==> src/rtl/reg_scoreboard_pkg.sv <==
// reg_scoreboard_pkg
//   Shared sizing and helpers for the register scoreboard. The ID/EX and
//   EX/MEM pipeline registers import the same widths so that register
//   indices and pending counters agree across the pipeline.
//   Contents: register count/index width, pending counter width, total
//   width, the saturation value and the source "modified" query function.
package reg_scoreboard_pkg;

    localparam int REG_COUNT  = 32;
    localparam int REG_ADDR_W = 5;
    localparam int CNT_W      = 2;
    localparam int TOTAL_W    = CNT_W + REG_ADDR_W;

    typedef logic [REG_ADDR_W-1:0] reg_idx_t;
    typedef logic [CNT_W-1:0]      cnt_t;
    typedef logic [TOTAL_W-1:0]    total_t;

    localparam cnt_t CNT_MAX = '1;

    // A source is "modified" while it has a pending write, except when the
    // only remaining write is retiring right now (writeback bypass).
    function automatic logic src_modified(input reg_idx_t rd,
                                          input cnt_t     rd_cnt,
                                          input logic     wb_valid,
                                          input reg_idx_t wb_reg);
        return (rd != '0) && (rd_cnt != '0) &&
               !(wb_valid && (wb_reg == rd) && (rd_cnt == cnt_t'(1)));
    endfunction

endpackage

==> src/rtl/reg_scoreboard_if.sv <==
// reg_scoreboard_if
//   Bundles the ID-side issue/query signals and the WB-side retire signals
//   of the register scoreboard.
//   master : pipeline side (drives issue, writeback, flush and queries)
//   slave  : scoreboard side (answers modi1/modi2, issue_full, totals, errors)
//
// Handshake: there is no ready signal. issue_valid/wb_valid are single-cycle
// qualifiers sampled at the rising clock edge. issue_full is the only
// back-pressure: the ID stage must not raise issue_valid for a register while
// issue_full is high for it; an issue that ignores this is dropped and flagged
// in err_overflow.
interface reg_scoreboard_if;
    import reg_scoreboard_pkg::*;

    logic     issue_valid;
    reg_idx_t issue_reg;
    logic     wb_valid;
    reg_idx_t wb_reg;
    logic     flush;
    reg_idx_t rd1_reg;
    reg_idx_t rd2_reg;
    logic     modi1;
    logic     modi2;
    logic     issue_full;
    total_t   pending_total;
    logic     err_overflow;
    logic     err_underflow;

    modport master (
        output issue_valid, issue_reg, wb_valid, wb_reg, flush, rd1_reg, rd2_reg,
        input  modi1, modi2, issue_full, pending_total, err_overflow, err_underflow
    );

    modport slave (
        input  issue_valid, issue_reg, wb_valid, wb_reg, flush, rd1_reg, rd2_reg,
        output modi1, modi2, issue_full, pending_total, err_overflow, err_underflow
    );

endinterface

==> src/rtl/reg_scoreboard_sb_counter.sv <==
// sb_counter
//   One saturating up/down pending-write counter.
//   clk      rising-edge clock
//   rst      asynchronous reset, active-low
//   clr_i    synchronous clear, overrides inc/dec
//   inc_i    request +1 (ignored at saturation, reported on ovf_o)
//   dec_i    request -1 (ignored at zero, reported on unf_o)
//   cnt_o    current count
//   ovf_o    combinational pulse: inc_i on a saturated counter
//   unf_o    combinational pulse: dec_i on a zero counter
module sb_counter
    import reg_scoreboard_pkg::*;
(
    input  logic clk,
    input  logic rst,
    input  logic clr_i,
    input  logic inc_i,
    input  logic dec_i,
    output cnt_t cnt_o,
    output logic ovf_o,
    output logic unf_o
);

    cnt_t cnt_q;
    cnt_t cnt_d;
    logic inc_ok;
    logic dec_ok;

    assign inc_ok = inc_i && (cnt_q != CNT_MAX);
    assign dec_ok = dec_i && (cnt_q != '0);

    always_comb begin
        cnt_d = cnt_q;
        if (clr_i) begin
            cnt_d = '0;
        end else if (inc_ok && !dec_ok) begin
            cnt_d = cnt_q + cnt_t'(1);
        end else if (dec_ok && !inc_ok) begin
            cnt_d = cnt_q - cnt_t'(1);
        end
        // inc_ok && dec_ok: one write enters, one leaves, count unchanged.
    end

    always_ff @(posedge clk or negedge rst) begin
        if (!rst) begin
            cnt_q <= '0;
        end else begin
            cnt_q <= cnt_d;
        end
    end

    // Flush discards concurrent requests, so they cannot raise errors.
    assign ovf_o = !clr_i && inc_i && (cnt_q == CNT_MAX);
    assign unf_o = !clr_i && dec_i && (cnt_q == '0);
    assign cnt_o = cnt_q;

endmodule

==> src/rtl/reg_scoreboard.sv <==
// reg_scoreboard
//   Tracks architectural registers with writes in flight between ID/EX issue
//   and MEM/WB writeback, and answers the two source-operand "modified"
//   queries used by ID/EX to raise its block condition. Register 0 is
//   hard-wired and has no counter.
//   clk    rising-edge clock
//   rst    asynchronous reset, active-low
//   sb     scoreboard interface (slave side): issue/wb/flush/rd1/rd2 in,
//          modi1/modi2/issue_full/pending_total/err_overflow/err_underflow out
module reg_scoreboard
    import reg_scoreboard_pkg::*;
(
    input logic             clk,
    input logic             rst,
    reg_scoreboard_if.slave sb
);

    cnt_t                 cnt_all [REG_COUNT];
    logic [REG_COUNT-1:1] inc_vec;
    logic [REG_COUNT-1:1] dec_vec;
    logic [REG_COUNT-1:1] ovf_vec;
    logic [REG_COUNT-1:1] unf_vec;

    // Register 0 reads as permanently idle.
    assign cnt_all[0] = '0;

    for (genvar i = 1; i < REG_COUNT; i++) begin : g_cnt
        assign inc_vec[i] = sb.issue_valid && (sb.issue_reg == REG_ADDR_W'(i));
        assign dec_vec[i] = sb.wb_valid    && (sb.wb_reg    == REG_ADDR_W'(i));

        sb_counter u_cnt (
            .clk   (clk),
            .rst   (rst),
            .clr_i (sb.flush),
            .inc_i (inc_vec[i]),
            .dec_i (dec_vec[i]),
            .cnt_o (cnt_all[i]),
            .ovf_o (ovf_vec[i]),
            .unf_o (unf_vec[i])
        );
    end

    cnt_t issue_cnt;
    cnt_t wb_cnt;
    cnt_t rd1_cnt;
    cnt_t rd2_cnt;

    assign issue_cnt = cnt_all[sb.issue_reg];
    assign wb_cnt    = cnt_all[sb.wb_reg];
    assign rd1_cnt   = cnt_all[sb.rd1_reg];
    assign rd2_cnt   = cnt_all[sb.rd2_reg];

    // Mirrors the counters' acceptance rules so the running total moves by
    // exactly the updates that were applied.
    logic issue_ok;
    logic retire_ok;

    assign issue_ok  = sb.issue_valid && (sb.issue_reg != '0) && (issue_cnt != CNT_MAX);
    assign retire_ok = sb.wb_valid    && (sb.wb_reg    != '0) && (wb_cnt    != '0);

    total_t total_q;
    total_t total_d;
    logic   ovf_q;
    logic   ovf_d;
    logic   unf_q;
    logic   unf_d;

    always_comb begin
        total_d = total_q;
        if (sb.flush) begin
            total_d = '0;
        end else if (issue_ok && !retire_ok) begin
            total_d = total_q + total_t'(1);
        end else if (retire_ok && !issue_ok) begin
            total_d = total_q - total_t'(1);
        end
    end

    // Error flags are sticky; only reset clears them (flush does not).
    assign ovf_d = ovf_q | (|ovf_vec);
    assign unf_d = unf_q | (|unf_vec);

    always_ff @(posedge clk or negedge rst) begin
        if (!rst) begin
            total_q <= '0;
            ovf_q   <= 1'b0;
            unf_q   <= 1'b0;
        end else begin
            total_q <= total_d;
            ovf_q   <= ovf_d;
            unf_q   <= unf_d;
        end
    end

    // Queries see registered state only; an issue this cycle shows up next
    // cycle. The writeback in flight is bypassed inside src_modified.
    assign sb.modi1 = src_modified(sb.rd1_reg, rd1_cnt, sb.wb_valid, sb.wb_reg);
    assign sb.modi2 = src_modified(sb.rd2_reg, rd2_cnt, sb.wb_valid, sb.wb_reg);

    assign sb.issue_full    = (sb.issue_reg != '0) && (issue_cnt == CNT_MAX);
    assign sb.pending_total = total_q;
    assign sb.err_overflow  = ovf_q;
    assign sb.err_underflow = unf_q;

endmodule

==> src/flat_wrapper.sv <==
// flat-port wrapper written by rule: the top's interface ports become plain ports
module reg_scoreboard_flat import reg_scoreboard_pkg::*;
  (clk, rst, sb_issue_valid, sb_issue_reg, sb_wb_valid, sb_wb_reg, sb_flush, sb_rd1_reg, sb_rd2_reg, sb_modi1, sb_modi2, sb_issue_full, sb_pending_total, sb_err_overflow, sb_err_underflow);
  reg_scoreboard_if sb_i ();
  input logic clk;
  input logic rst;
  input wire logic [$bits(sb_i.issue_valid)-1:0] sb_issue_valid;
  input wire logic [$bits(sb_i.issue_reg)-1:0] sb_issue_reg;
  input wire logic [$bits(sb_i.wb_valid)-1:0] sb_wb_valid;
  input wire logic [$bits(sb_i.wb_reg)-1:0] sb_wb_reg;
  input wire logic [$bits(sb_i.flush)-1:0] sb_flush;
  input wire logic [$bits(sb_i.rd1_reg)-1:0] sb_rd1_reg;
  input wire logic [$bits(sb_i.rd2_reg)-1:0] sb_rd2_reg;
  output wire logic [$bits(sb_i.modi1)-1:0] sb_modi1;
  output wire logic [$bits(sb_i.modi2)-1:0] sb_modi2;
  output wire logic [$bits(sb_i.issue_full)-1:0] sb_issue_full;
  output wire logic [$bits(sb_i.pending_total)-1:0] sb_pending_total;
  output wire logic [$bits(sb_i.err_overflow)-1:0] sb_err_overflow;
  output wire logic [$bits(sb_i.err_underflow)-1:0] sb_err_underflow;
  assign sb_i.issue_valid = sb_issue_valid;
  assign sb_i.issue_reg = sb_issue_reg;
  assign sb_i.wb_valid = sb_wb_valid;
  assign sb_i.wb_reg = sb_wb_reg;
  assign sb_i.flush = sb_flush;
  assign sb_i.rd1_reg = sb_rd1_reg;
  assign sb_i.rd2_reg = sb_rd2_reg;
  assign sb_modi1 = sb_i.modi1;
  assign sb_modi2 = sb_i.modi2;
  assign sb_issue_full = sb_i.issue_full;
  assign sb_pending_total = sb_i.pending_total;
  assign sb_err_overflow = sb_i.err_overflow;
  assign sb_err_underflow = sb_i.err_underflow;
  reg_scoreboard u_core (.clk(clk), .rst(rst), .sb(sb_i));
endmodule
==> config.mk <==
export PLATFORM = sky130hd
export DESIGN_NAME = reg_scoreboard_flat
export DESIGN_NICKNAME = d
export VERILOG_FILES = /design/src/rtl/reg_scoreboard_pkg.sv /design/src/rtl/reg_scoreboard_if.sv /design/src/rtl/reg_scoreboard_sb_counter.sv /design/src/rtl/reg_scoreboard.sv /design/src/flat_wrapper.sv
export SDC_FILE = /design/constraint.sdc
export NUM_CORES = 1
export LEC_CHECK = 0
export ABC_AREA = 0
export CAP_MARGIN = 20
export CORE_UTILIZATION = 55
export CTS_CLUSTER_SIZE = 40
export DETAILED_ROUTE_END_ITERATION = 7
export HOLD_SLACK_MARGIN = 0.12
export PLACE_DENSITY = 0.74
export RECOVER_POWER = 25
export SYNTH_ARGS = -nofsm -noshare
export SYNTH_HDL_FRONTEND = slang
export SYNTH_HIERARCHICAL = 1
export SYNTH_SLANG_ARGS = --single-unit
export TNS_END_PERCENT = 5
==> constraint.sdc <==
create_clock -name clk -period 8.3 [get_ports clk]
set_clock_uncertainty 0.15 [all_clocks]
set_input_delay 0.83 -clock clk [delete_from_list [all_inputs] [get_ports clk]]
set_output_delay 0.83 -clock clk [all_outputs]
set_load 0.05 [all_outputs]
==> impl_results.md <==
* Max Fclk at 0.195 GHz
* Post-synthesis xor/xnor area fraction at 1.67%
* Slew Limit Fails at 72
* Fin Setup TNS at 0 ns
* Postcts setup bufs at 0
* CTS tree: built
* IO Port Bufs at 36
* Hpwl dp at 16600 um
* Residual DRC count at 0
* Warnings from Yosys at 6
* Top Ports at 37
* Synth Register Bits at 71
* Critical Path AT at 4.15 ns
* Cell count of the worst reg-to-reg path at 13
* Final Critical Period at 5.13 ns
* Drt wl/cell at 23.0 um
* Vias in the first global route at 6876
* CTS buffer count at 9
* Clock Latency Late Sink at 0.36 ns
* Nature of the critical path endpoint: output pin
* Syn_area_per_cell at 8.95 um2
* Row count at 41
* R2r setup slk at 4.24 ns
* Post-Synth Simple-Gate Area at 32.6%
* Hold Violations, Final at 0
* DP Cell Count at 1004
* Clk root buf: clkbuf_16
* Gr usage total at 34.4%
* DRT Pass-1 Iters at 8
* Post-route insts no fill at 1020
* Post-synth EDFFs at 0
* DRT antenna net count at 0
* Die Wd at 118 um
* Failing checks: capacitance limit, slew limit
* Worst-path clk slew at 0.06 ns
* Relative slew margins at -169%
* Crit-path max FO at 22
* Synth Area in Adders at 1.13%
* RSZ-0062 raised after global routing: false
* Vias per cell at 7.21
* Clock Sinks at 71
* Layout filler cell count at 1084
* Worst vdd ir at 0.0822 mV
* Startpoint types: primary input
* Status: complete, but fails checks
* Vias at 7350
* Layout cell share with drive strength beyond 1 at 13.3%
* Clk buf depth at 2
* Worst path required time at 7.32 ns
* Initial antenna violation count at 0
* Nets@finish at 874
* Largest family of logic cells by synthesized area: simple AND/OR/NAND/NOR gates
* Total global routing overflow at 0
* Worst-Margin Slew at 4.04 ns
* Cells after synthesis at 820
* PD cells at 124 nW/um2
* Hold buffer count at cts at 0
* Starting density of the core at 57.2%
* Compound-cell area share of the yosys netlist at 18.9%
* Hold Crit Class: flop to flop
* Placer Congestion at 0.987
* Area grow syn2layout at 9.87%
* Inserted Diodes at 0
* Worst Setup EP: sb_modi1
* Chip Height at 118 um
* Routed WL at 23500 um
* Leakage at 0.00291 uW
* Syn nets at 851
* Post-synthesis sequential area ratio at 24.2%
* H-tree levels at 3
* Largest net degree at the start of global routing at 77
* Die ar. at 13800 um2
* Hold_ws at 0.495 ns
* Prevailing post-synth register cell: dfrtp_1
* Mapped Area at 7340 um2
* Mux cell area share after synthesis at 17.5%
* Power after layout at 1000 uW
* Ratio of final minimum period to clock period at 61.8%
* Worst R2R End: u_core/sb.pending_total[6]
* CP Launch Point: sb_wb_reg[0]
* Maximum Capacitance Violations at 1
* Area of the core at 12800 um2
* Reg-to-Reg Start: u_core/g_cnt[13].u_cnt/cnt_o[1]
* Fin util at 62.9%
* Resized Gates After CTS at 0
* Drt initial violations at 914
* # setup viols final at 0
* Synth unique cells at 68
* Ys async rst share at 100%
* WS Path Type: primary input to output pin
* Global-route wire length before repair at 37000 um
[critical path, cell delays in order]
cell	delay, ns
clkdlybuf4s50_1	1.07
xor2_1	0.22
nor4_1	0.09
nand3_1	0.25
a21oi_1	0.18
mux4_2	0.49
mux2i_1	0.18
clkdlybuf4s50_1	0.83
[report_power, final]
| part | switching [uW] | total [uW] | internal [uW] |
|---|---|---|---|
| Clock | 170 | 373 | 203 |
| Combinational | 151 | 248 | 97.1 |
| Sequential | 20.5 | 379 | 359 |
| Total | 341 | 1000 | 659 |
[worst min-delay path by stage]
stage | depth (start not counted) | slack, ns | end | startpoint
2_1_floorplan | 0 | 0.38 | u_core/g_cnt[10].u_cnt/cnt_o[0] | rst
3_3_place_gp | 2 | 0.45 | u_core/sb.pending_total[1] | u_core/sb.pending_total[1]
3_5_place_dp | 3 | 0.49 | u_core/sb.err_underflow | u_core/sb.err_underflow
4_1_cts | 3 | 0.51 | u_core/sb.err_underflow | u_core/sb.err_underflow
5_1_grt | 3 | 0.54 | u_core/sb.err_overflow | u_core/sb.err_overflow
6_report | 2 | 0.49 | u_core/sb.pending_total[1] | u_core/sb.pending_total[1]
[stage by stage]
stage               cell area (um2)  worst slack (ns)
finish                         8060              3.17
global route                   8060              3.02
CTS                            8070              3.24
detailed placement             7790              2.98
global placement               7790              3.10
floorplan                      7340              4.14
[per-layer routing]
| metal | global-route usage [%] | share of wire, % | vias up |
|---|---|---|---|
| met2 | 51.1 | 44 | 435 |
| met5 | 0 | 0 | - |
| met4 | 15.8 | 3.7 | 0 |
| li1 | - | - | 3262 |
| met3 | 10.9 | 11 | 79 |
| met1 | 45.8 | 41 | 3574 |
[Yosys cell counts, drive strengths merged, types with 4 or more instances]
cell type	count	share of area, %
a211oi	34	3.5
a21oi	46	3.1
a311oi	32	3.9
and4b	31	4.8
buf	15	1.4
clkbuf	14	0.72
dfrtp	71	24
ha	5	0.85
inv	38	1.9
mux2	14	2.2
mux2i	7	0.95
mux4	46	14
nand2	14	0.72
nand2b	42	3.6
nand3	10	0.68
nand4	9	0.77
nor2	83	4.3
nor2b	80	6.8
nor3	10	0.68
nor4	52	4.5
o21ai	70	4.8
or2	4	0.34
or3b	34	4.1
xnor2	5	0.60
xor2	9	1.1
[placed cells by master, fill, tap and decap left out, types with 14 or more instances in the layout]
cell	n
o21ai_0	69
or3b_1	31
inv_1	37
a311oi_1	31
nand2b_1	42
and4b_2	31
nor2_1	82
nor2b_1	80
a211oi_1	33
nand2_1	14
a21oi_1	46
mux4_2	41
dfrtp_1	71
clkdlybuf4s50_1	34
nor4_1	51
[layout make-up]
type                       count  area, um2  share of cell area [%]
multi-input combinational    682       5270                    65.3
sequential                    71       1780                    22.0
timing repair buffer          41        387                    4.80
clock buffer                  10        229                    2.84
tap                          172        215                    2.67
inverter                      38        143                    1.77
clock inverter                 6       46.3                   0.574
[cells by family after synthesis]
kind of cell	count (synthesis)
and+or+nand+nor	382
xor gates and xnor gates	14
muxes	67
adders and majority gates	6
buffers and inverters	67
DFF	71
AOI/OAI and AO/OA	213
[sequential cells by signal, indices dropped and copies added (netlist names)]
| signal | count |
|---|---|
| u_core/sb.pending_total | 7 |
| u_core/sb.err_underflow | 1 |
| u_core/sb.err_overflow | 1 |
| u_core/g_cnt.u_cnt/cnt_o | 62 |
Note: power is estimated with default switching activity, not from simulation.
